## src/rtl/btn_conditioner.sv

```systemverilog
// Push-button conditioner.
// Synchronises a raw, bouncing button level and debounces it. It produces a
// clean level, one-cycle press and release strobes, a hold flag, and
// auto-repeat strobes while the button is held.
// Every output is a register. Each output is updated on the same edge as the
// state transition that causes it, so it is valid in the first cycle of the
// new state.
module btn_conditioner #(
  parameter int DEBOUNCE_CYCLES = 1000000,
  parameter int HOLD_CYCLES     = 100000000,
  parameter int REPEAT_CYCLES   = 20000000
) (
  input  logic clk,
  input  logic rst,
  input  logic btn_in,
  output logic btn_level,
  output logic press_pulse,
  output logic release_pulse,
  output logic hold,
  output logic repeat_pulse
);

  // Each counter only ever counts up to parameter-1, so $clog2 bits suffice.
  localparam int DB_W   = (DEBOUNCE_CYCLES > 1) ? $clog2(DEBOUNCE_CYCLES) : 1;
  localparam int HOLD_W = (HOLD_CYCLES > 1)     ? $clog2(HOLD_CYCLES)     : 1;
  localparam int REP_W  = (REPEAT_CYCLES > 1)   ? $clog2(REPEAT_CYCLES)   : 1;

  localparam logic [DB_W-1:0]   DB_LAST   = DB_W'(DEBOUNCE_CYCLES - 1);
  localparam logic [HOLD_W-1:0] HOLD_LAST = HOLD_W'(HOLD_CYCLES - 1);
  localparam logic [REP_W-1:0]  REP_LAST  = REP_W'(REPEAT_CYCLES - 1);

  typedef enum logic [2:0] {
    IDLE       = 3'd0,
    DB_PRESS   = 3'd1,
    PRESSED    = 3'd2,
    HELD       = 3'd3,
    DB_RELEASE = 3'd4
  } state_t;

  state_t            state_q;
  logic [1:0]        sync_q;
  logic              btn_s;
  logic [DB_W-1:0]   db_cnt_q;
  logic [HOLD_W-1:0] hold_cnt_q;
  logic [REP_W-1:0]  rep_cnt_q;
  logic              was_held_q;

  // The second synchronizer flop is the only internal view of the raw input.
  assign btn_s = sync_q[1];

  // Two-flop synchronizer for the asynchronous button level.
  always_ff @(posedge clk or posedge rst) begin
    if (rst) begin
      sync_q <= 2'b00;
    end else begin
      sync_q <= {sync_q[0], btn_in};
    end
  end

  // Controller FSM. The counters and registered outputs update on the same
  // edge as the state transition that causes them.
  always_ff @(posedge clk or posedge rst) begin
    if (rst) begin
      state_q       <= IDLE;
      db_cnt_q      <= '0;
      hold_cnt_q    <= '0;
      rep_cnt_q     <= '0;
      was_held_q    <= 1'b0;
      btn_level     <= 1'b0;
      press_pulse   <= 1'b0;
      release_pulse <= 1'b0;
      hold          <= 1'b0;
      repeat_pulse  <= 1'b0;
    end else begin
      // Strobes default low, so each one lasts a single cycle.
      press_pulse   <= 1'b0;
      release_pulse <= 1'b0;
      repeat_pulse  <= 1'b0;

      case (state_q)
        IDLE: begin
          if (btn_s) begin
            state_q  <= DB_PRESS;
            db_cnt_q <= '0;
          end
        end

        DB_PRESS: begin
          if (!btn_s) begin
            // Bounce rejected: go back quietly.
            state_q  <= IDLE;
            db_cnt_q <= '0;
          end else if (db_cnt_q == DB_LAST) begin
            state_q     <= PRESSED;
            hold_cnt_q  <= '0;
            btn_level   <= 1'b1;
            press_pulse <= 1'b1;
          end else begin
            db_cnt_q <= db_cnt_q + 1'b1;
          end
        end

        PRESSED: begin
          if (!btn_s) begin
            state_q    <= DB_RELEASE;
            db_cnt_q   <= '0;
            was_held_q <= 1'b0;
          end else if (hold_cnt_q == HOLD_LAST) begin
            state_q      <= HELD;
            rep_cnt_q    <= '0;
            hold         <= 1'b1;
            repeat_pulse <= 1'b1;
          end else begin
            hold_cnt_q <= hold_cnt_q + 1'b1;
          end
        end

        HELD: begin
          if (!btn_s) begin
            state_q    <= DB_RELEASE;
            db_cnt_q   <= '0;
            was_held_q <= 1'b1;
          end else if (rep_cnt_q == REP_LAST) begin
            // Wrap: the next repeat strobe lands in the following cycle.
            rep_cnt_q    <= '0;
            repeat_pulse <= 1'b1;
          end else begin
            rep_cnt_q <= rep_cnt_q + 1'b1;
          end
        end

        DB_RELEASE: begin
          if (btn_s) begin
            // A release glitch resumes the previous state without strobes.
            // The level and hold outputs are already correct for it.
            if (was_held_q) begin
              state_q   <= HELD;
              rep_cnt_q <= '0;
            end else begin
              state_q    <= PRESSED;
              hold_cnt_q <= '0;
            end
          end else if (db_cnt_q == DB_LAST) begin
            state_q       <= IDLE;
            btn_level     <= 1'b0;
            hold          <= 1'b0;
            release_pulse <= 1'b1;
          end else begin
            db_cnt_q <= db_cnt_q + 1'b1;
          end
        end

        default: begin
          state_q   <= IDLE;
          btn_level <= 1'b0;
          hold      <= 1'b0;
        end
      endcase
    end
  end

endmodule
```

## config.mk

```make
export PLATFORM = sky130hd
export DESIGN_NAME = btn_conditioner
export DESIGN_NICKNAME = d
export VERILOG_FILES = /design/src/rtl/btn_conditioner.sv
export SDC_FILE = /design/constraint.sdc
export NUM_CORES = 1
export LEC_CHECK = 0
export ABC_AREA = 1
export ABC_CLOCK_PERIOD_IN_PS = 2300
export CAP_MARGIN = 20
export CORE_ASPECT_RATIO = 0.8
export CORE_MARGIN = 2
export CORE_UTILIZATION = 40
export CTS_BUF_LIST = sky130_fd_sc_hd__clkbuf_16
export DETAILED_ROUTE_END_ITERATION = 7
export PLACE_DENSITY = 0.6
export SETUP_SLACK_MARGIN = 0.1
export SLEW_MARGIN = 25
export SYNTH_ARGS = -nofsm -noshare
export SYNTH_HDL_FRONTEND = slang
export SYNTH_SLANG_ARGS = --single-unit
export TNS_END_PERCENT = 30
```

## constraint.sdc

```tcl
create_clock -name clk -period 2.3 [get_ports clk]
set_input_delay 0.23 -clock clk [delete_from_list [all_inputs] [get_ports clk]]
set_output_delay 0.23 -clock clk [all_outputs]
set_load 0.02 [all_outputs]
```

After elaboration in Yosys (flattened, before gate mapping)
Cells that the tools add are included.

word-level totals
  output and inout port bits = 5
  register bits = 83
  logic and storage cells = 107
  bits of input ports = 3

operators by class
  $add $sub $neg = 3
  bitwise operators = 2
  equality and inequality tests = 25
  muxes and demuxes = 51
  reduce and logical (&&, ||, !) cells = 15

operators with widths
  kind                                                              number
  27-bit two-way mux                                                6
  25-bit two-way mux                                                6
  20-bit two-way mux                                                5
  27-bit one-hot mux with 3 select lines                            1
  20-bit one-hot mux with 4 select lines                            1
  25-bit one-hot mux with 3 select lines                            1
  2-bit != test (second input constant)                             15
  27-bit by 1-bit adder with 27-bit output (second input constant)  1
  27-bit == test (second input constant)                            1
  25-bit by 1-bit adder with 25-bit output (second input constant)  1
  25-bit == test (second input constant)                            1
  3-bit two-way mux                                                 8
  20-bit by 1-bit adder with 20-bit output (second input constant)  1
  20-bit == test (second input constant)                            1
  1-bit two-way mux                                                 18
  3-bit one-hot mux with 5 select lines                             1
  5-bit AND reduction                                               3
  3-bit != test (second input constant)                             3
  7-bit AND reduction                                               1
  3-bit by 2-bit == test with 1-bit output (second input constant)  2
  1-bit one-hot mux with 3 select lines                             2
  6-bit AND reduction                                               1
  3-bit nonzero test                                                2
  3-bit OR reduction                                                2
  10 further kinds                                                  12

Logic depth before layout (Yosys ltp)
Gate-level depths: netlist of run 1.

  depth after elaboration = 4
  depth in mapped cells = 12
  mapped depth without buffers = 11

Worst setup path after synthesis of run 1
Ideal clock, no wire load.

  path type = reg2reg
  start point = register hold_cnt_q[0]
  end point = register rep_cnt_q[13]
  buffers on the path = 1
  data arrival time = 1.621 ns
  required time = 2.177 ns
  cell stages (with the launch flop) = 12
  period minus slack after synthesis = 1.744 ns
  path slack = 0.556 ns
  path through = dfrtp_1 ha_1 nand2_2 nor2_4 nand2_2 nor2_2 nand2_2 nand2_4 nand3_4 buf_2 nand2_1 o21ai_1

on the way
  cells in the longest elaborated chain, start to end = 3

RTL lines
  element                        RTL line  RTL
  from (decl)                    44        logic [HOLD_W-1:0] hold_cnt_q;
  from (signal assigned)         114       hold_cnt_q <= hold_cnt_q + 1'b1;
  27-bit == test                 108       end else if (hold_cnt_q == HOLD_LAST) begin
  2-bit != test (no line)        -
  6-bit AND reduction (no line)  -
  to (signal assigned)           128       rep_cnt_q <= rep_cnt_q + 1'b1;
  to (decl)                      45        logic [REP_W-1:0] rep_cnt_q;

No other way between the ends.
A chain may end at the register's enable or synchronous reset.

Final worst setup path of run 1
  start point = register hold_cnt_q[0]
  end point = register state_q[0]

on the way
  cells in the longest elaborated chain, start to end = 3

RTL lines
  element                        RTL line  RTL
  27-bit == test                 108
  3-bit != test (no line)        -
  5-bit AND reduction (no line)  -
  to (signal assigned)           105       state_q <= DB_RELEASE;
  to (signal assigned)           109       state_q <= HELD;
  to (signal assigned)           120       state_q <= DB_RELEASE;
  to (decl)                      40        state_t state_q;

No other way between the ends.

==> run summary, run 1 <==
status: finished clean
post-synthesis mux area share: 0%
DRC violations left: 0
Die W: 138 µm
total track usage: 20.1%
Relative slew margins: 58.6%
Leak: 2.81 nW
largest net degree at the start of global routing: 35
share of cells above drive strength 1: 7.04%
First-pass DRT Iterations: 5
Tmin final: 1.97 ns
grt ovf: 0
Final #Nets: 940
Simple-Gate Fraction of Synth Area: 47.6%
height of the die: 111 µm
fin. max-slew vios: 0
Final Hold Fails: 0
Clock Sinks: 83
main combinational cell family by area after synthesis: simple AND/OR/NAND/NOR gates
setup_tns: 0 ns
fillers: 1555
area growth from synthesis to layout: 11.5%
syn_area_per_cell: 6.25 µm²
FFs w/ async S/R, synth: 100%
initial antenna violation count: 0
Synth Instances: 916
Reg area: 0.00208 mm²
IO Pins: 8
hpwl dp: 10.5 mm
Inst Count DP: 1107
Worst Max-Slew Pin Slew: 0.619 ns
prevailing post-synth register cell: dfrtp_1
area occupied by multi-input gates: 0.00320 mm²
synth warn: 0
vias per cell: 4.80
setup violators final: 0
PwrDens: 715 mW/mm²
Total Wirelength: 14.0 mm
die area: 0.0153 mm²
drt wl/cell: 12.5 µm
Seq/Total Area, Yosys: 36.3%
RSZ-0062 raised after global routing: yes
row cnt: 39
Hold Path Class: in -> reg
Data arrival, critical path: 2.21 ns
CP Class: reg -> reg
post-synth cell types: 33
syn_nets: 922
first-pass GRT wire length: 24.4 mm
Starting Density: 40.4%
Max Fclk: 509 MHz
CP endpoint kind: flop
r2r setup slk: 0.33 ns
Non-Filler Instances: 1122
CP max FO: 6
Clock transition at path regs: 0.06 ns
adder-cell share of the synthesized area: 0.656%
GPL Wtd Cong: 0.898
final worst path period share: 85.4%
PortBufs: 7
CTS tree: built
total number of vias: 5382
Cell Area, Synth: 0.00572 mm²
CTS Buf Count: 9
Worst VDD drop: 0.519 mV
Antenna Nets Post-Route: 0
Synth Register Bits: 83
Critical Path RT: 2.54 ns
CP Launch Type: flop
post-CTS setup buffer count: 0
Worst-Skew Late Latency: 0.35 ns
XOR/XNOR Fraction of Synth Area: 2.45%
Synth Area in Compound Gates: 4.97%
number of synthesized flops with an enable pin: 0
n_diodes: 0
Core Box Area: 0.0142 mm²
Clock Tree Buf Depth: 2
H-tree levels: 3
Max Cap Viol: 0
root buf cell: clkbuf_16
clk_skew: 0.00698 ns
first-iteration detailed-routing DRC count: 392
vias in the first global route: 4923
through the flow:
step                      hold slack [ns]  total power, W  instance area (µm²)  worst slack [ns]  utilization [%]
final                               0.313         0.00456                 6380             0.335             45.1
after global routing                0.310         0.00486                 6380            0.0711             45.1
after CTS                           0.305         0.00458                 6370             0.245             45.0
after detailed placement            0.336         0.00313                 6080             0.261             43.0
after global placement              0.335         0.00313                 6080             0.332             43.0
after floorplan                     0.261         0.00276                 5720             0.556                -
metal layers:
metal | up-vias | track usage [%] | share of wire [%]
li1 | 2900 | - | -
met1 | 2369 | 31.6 | 55
met2 | 100 | 26.9 | 39
met3 | 13 | 4.85 | 5.2
met4 | 0 | 5.71 | 1.1
met5 | - | 0 | 0
cell type report:
class	count	share of cell area, %
inverters	93	5.53
flip-flops and latches	83	32.6
clock inverters	6	0.922
well taps	184	3.61
repair buffers	26	3.73
clock buffers	9	3.53
multi-input cells	721	50.1
where the power goes:
| group | switching, W | total [W] | internal, W |
|---|---|---|---|
| logic | 0.00110 | 0.00151 | 0.000410 |
| registers | 0.0000745 | 0.00162 | 0.00154 |
| clock network | 0.000604 | 0.00143 | 0.000827 |
| total | 0.00178 | 0.00456 | 0.00278 |
registers in the layout, summed over array words and instances (netlist names):
signal	flops
hold	1
state_q	3
hold_cnt_q	27
db_cnt_q	20
release_pulse	1
was_held_q	1
press_pulse	1
repeat_pulse	1
rep_cnt_q	25
sync_q	2
btn_level	1
kinds of logic after synthesis:
family,after synthesis
and+or+nand+nor,651
buffers and inverters,112
DFF,83
AOI/OAI and AO/OA,51
xor gates and xnor gates,16
adders and majority gates,3
cells in the mapped netlist (2+ instances only):
library cell | instances | share of area, %
nand2_1 | 349 | 23
nor2_1 | 164 | 11
inv_1 | 84 | 5.5
dfrtp_1 | 83 | 36
nand3_1 | 74 | 6.5
nand4_1 | 20 | 2.2
o21ai_1 | 19 | 1.7
o21ai_0 | 17 | 1.5
nor3_1 | 14 | 1.2
xor2_1 | 12 | 1.8
buf_2 | 11 | 0.96
inv_2 | 9 | 0.59
a21oi_1 | 5 | 0.44
nand2_2 | 5 | 0.55
nor3b_1 | 5 | 0.66
o21bai_1 | 5 | 0.66
or2_2 | 5 | 0.55
clkbuf_1 | 4 | 0.26
nand3b_1 | 4 | 0.52
nor2_2 | 4 | 0.44
xnor2_1 | 4 | 0.61
ha_1 | 3 | 0.66
nand2_4 | 3 | 0.59
a21oi_2 | 2 | 0.31
buf_4 | 2 | 0.26
buf_6 | 2 | 0.39
cell usage in the layout (no fill, tap or decap), types with 14 or more instances in the layout:
cell	count
inv_1	84
nor2_1	164
nand2_1	349
nor3_1	14
nand4_1	20
nand3_1	74
dfrtp_1	83
o21ai_1	19
o21ai_0	17
buf_4	17
what timing repair did:
item                       4_1_cts  5_1_grt
gates resized for setup          0        1
hold buffers                     0        0
setup endpoints to repair        0       28
path summary, 6_finish.rpt:
kind                                         endpoint                 startpoint  depth (start not counted)
max                            state_q[0]$_DFFE_PP0P_  hold_cnt_q[0]$_DFFE_PP0P_                         10
min reg2reg                       sync_q[1]$_DFF_PP0_        sync_q[0]$_DFF_PP0_                          0
max in group asynchronous    db_cnt_q[19]$_DFFE_PP0P_                        rst                          3
min in group asynchronous  hold_cnt_q[12]$_DFFE_PP0P_                        rst                          2
min                               sync_q[0]$_DFF_PP0_                     btn_in                          1
max reg2reg                    state_q[0]$_DFFE_PP0P_  hold_cnt_q[0]$_DFFE_PP0P_                         10
worst max-delay path: stages, from the launching register on:
cell	delay [ns]
dfrtp_1	0.43
ha_1	0.27
nand2_2	0.11
nor2_4	0.15
nand2_2	0.11
nor2_2	0.13
nand2_2	0.09
o21ai_0	0.36
nand2_1	0.10
nand2_1	0.07
nand2_1	0.04
(Power assumes the default switching activity.)
==> inputs of run 2 (changes only) <==
- ABC_CLOCK_PERIOD_IN_PS: 2300 -> 2000
- CAP_MARGIN: 20 -> not set
- PLACE_DENSITY: 0.6 -> 0.58
- clock period: 2.3 -> 2 ns (I/O delays scaled with it)
==> run 2 against run 1 <==
Effect of this change:
- power rose by 27%
- fmax grew 9.8%
- clock-buffer cell count unchanged
- global-route usage grew 0.67 points
- worst hold slack got worse by 0.027 ns
- combinational power increased by 41%
==> run summary, run 2 (synthesized netlist as in run 1, its figures left out) <==
status: finished clean
n_diodes: 0 (unchanged)
Final Hold Fails: 0 (unchanged)
Starting Density: 40.4% (unchanged)
worst-path cell chain: ha_4 > nand3_2 > nor2_2 > nand3_2 > nand2_1 > nand2_1 > clkinv_4 > buf_8 > nand3_1 > nand2_1
CP max FO: 14 (+8)
Clock Tree Buf Depth: 2 (unchanged)
Antenna Nets Post-Route: 0 (unchanged)
Setup crit end: hold_cnt_q[8]$_DFFE_PP0P_
combined buffer and inverter count along the critical path: 2 (+2)
Tmin final: 1.79 ns (-0.175 ns)
Clock transition at path regs: 0.07 ns (about the same)
Critical path origin: db_cnt_q[1]$_DFFE_PP0P_
IO Pins: 8 (unchanged)
r2r setup slk: 0.21 ns (-0.12 ns)
Clock Sinks: 83 (unchanged)
CP Class: reg -> reg
max FFs per register: 27 (unchanged)
fillers: 1492 (-4.1%)
Crit-path slowest cell: dfrtp_1
H-tree levels: 3 (unchanged)
Hold Path Class: in -> reg
first-iteration detailed-routing DRC count: 518 (+32%)
root buf cell: clkbuf_16
reg2reg path depth: 10 (unchanged)
Total Wirelength: 14.8 mm (+6.1%)
PwrDens: 878 mW/mm² (+23%)
Data arrival, critical path: 2.08 ns (-0.13 ns)
setup_tns: 0 ns (unchanged)
CP Launch Type: flop
Post-CTS Hold Buffers: 0 (unchanged)
First-pass DRT Iterations: 7 (+2)
Max Cap Viol: 0 (unchanged)
Worst-Skew Late Latency: 0.35 ns (about the same)
Die W: 138 µm (unchanged)
Leak: 2.92 nW (+3.8%)
grt ovf: 0 (unchanged)
die area: 0.0153 mm² (unchanged)
clk_skew: 0.00715 ns (+0.000173 ns)
max incr delay on CP: 0.42 ns (about the same)
RR Startpoint: db_cnt_q[1]$_DFFE_PP0P_
RSZ-0062 raised after global routing: yes
CP endpoint kind: flop
drt wl/cell: 13.1 µm (+4.9%)
PortBufs: 7 (unchanged)
placed cell area: 0.00614 mm² (+0.90%)
final worst slack: 0.210 ns (-0.125 ns)
area growth from synthesis to layout: 15.6%
CTS tree: built
total number of vias: 5531 (+2.8%)
Worst Max-Slew Pin Slew: 0.479 ns (-0.140 ns)
initial antenna violation count: 0 (unchanged)
vias per cell: 4.87 (+1.6%)
share of cells above drive strength 1: 9.15% (+2.1 points)
setup violators final: 0 (unchanged)
WP depth: 10 (unchanged)
most common cell after layout, fill and taps aside: nand2_1
Final Power: 0.00580 W (+27%)
top flop regs: hold_cnt_q: 27 flops, rep_cnt_q: 25 flops, db_cnt_q: 20 flops
fin. max-slew vios: 0 (unchanged)
Max Fclk: 559 MHz (+9.8%)
most frequent cells in the layout: nand2_1, nor2_1, inv_1
Worst R2R End: hold_cnt_q[8]$_DFFE_PP0P_
Core Box Area: 0.0142 mm² (unchanged)
Worst VDD drop: 0.586 mV (+13%)
Top reg by flops: hold_cnt_q
row cnt: 39 (unchanged)
largest net degree at the start of global routing: 84 (+140%)
vias in the first global route: 5042 (+2.4%)
final worst path period share: 89.5% (+4.1 points)
Post-Layout Inst Area: 0.00661 mm² (+3.7%)
Critical Path RT: 2.29 ns (-0.25 ns)
GPL Wtd Cong: 0.902 (+0.41%)
first-pass GRT wire length: 25.2 mm (+3.4%)
cell family with most CP delay: simple AND/OR/NAND/NOR gates
Final #Nets: 952 (+1.3%)
DRC violations left: 0 (unchanged)
height of the die: 111 µm (unchanged)
Relative slew margins: 68.1% (+9.4 points)
hpwl dp: 10.6 mm (+0.30%)
total track usage: 20.7% (+0.67 points)
CTS Buf Count: 9 (unchanged)
worst slack at placement: 0.104 ns (-0.157 ns)
most used cell, CP: nand2_1
[run 2: cell types whose count changed in the layout (fill, tap and decap cells not counted), moves of 3 or more]
cell,change
clkinv_4,+3
nand3_1,-3
buf_4,+8
nand3_2,+3
nand2_8,+3
[run 2: report_power, final]
group          internal [W]  switching [W]
combinational      0.000634        0.00150
sequential          0.00177      0.0000907
clock               0.00109       0.000719
total               0.00350        0.00231
[run 2: worst min-delay path by stage]
stage	from	end	cells after the start
finish	btn_in	sync_q[0]$_DFF_PP0_	1
global route	btn_in	sync_q[0]$_DFF_PP0_	1
CTS	btn_in	sync_q[0]$_DFF_PP0_	1
detailed placement	sync_q[0]$_DFF_PP0_	sync_q[1]$_DFF_PP0_	0
global placement	sync_q[0]$_DFF_PP0_	sync_q[1]$_DFF_PP0_	0
floorplan	btn_in	sync_q[0]$_DFF_PP0_	0
[run 2: what timing repair did]
| action | 4_1_cts | 5_1_grt |
|---|---|---|
| pin swaps | 0 | 3 |
| buffers inserted | 0 | 1 |
| resized for setup | 2 | 23 |
| cloned | 0 | 2 |
| endpoints found under the setup margin | 15 | 58 |
[run 2: area by class of cell]
type / count / area [µm²] / area share [%]
clock inverters: 7 / 93.8 / 1.42
multi-input cells: 723 / 3290 / 49.8
repair buffers: 36 / 333 / 5.03
clock buffers: 9 / 225 / 3.41
inverters: 93 / 358 / 5.41
flip-flops and latches: 83 / 2080 / 31.4
well taps: 184 / 230 / 3.48
[run 2: metal layers]
layer	global-route usage [%]	part of all wire (%)	vias up
met1	33.7	55	2484
met5	0	0	-
met2	27.6	39	105
met3	4.71	4.7	14
li1	-	-	2928
met4	4.49	0.92	0
[run 2: stage by stage]
stage,instances,hold slack (ns),utilization [%]
6_report,1135,0.286,46.7
2_1_floorplan,916,0.231,-
3_3_place_gp,1116,0.332,43.4
3_5_place_dp,1116,0.337,43.4
4_1_cts,1132,0.272,45.7
5_1_grt,1135,0.270,46.7
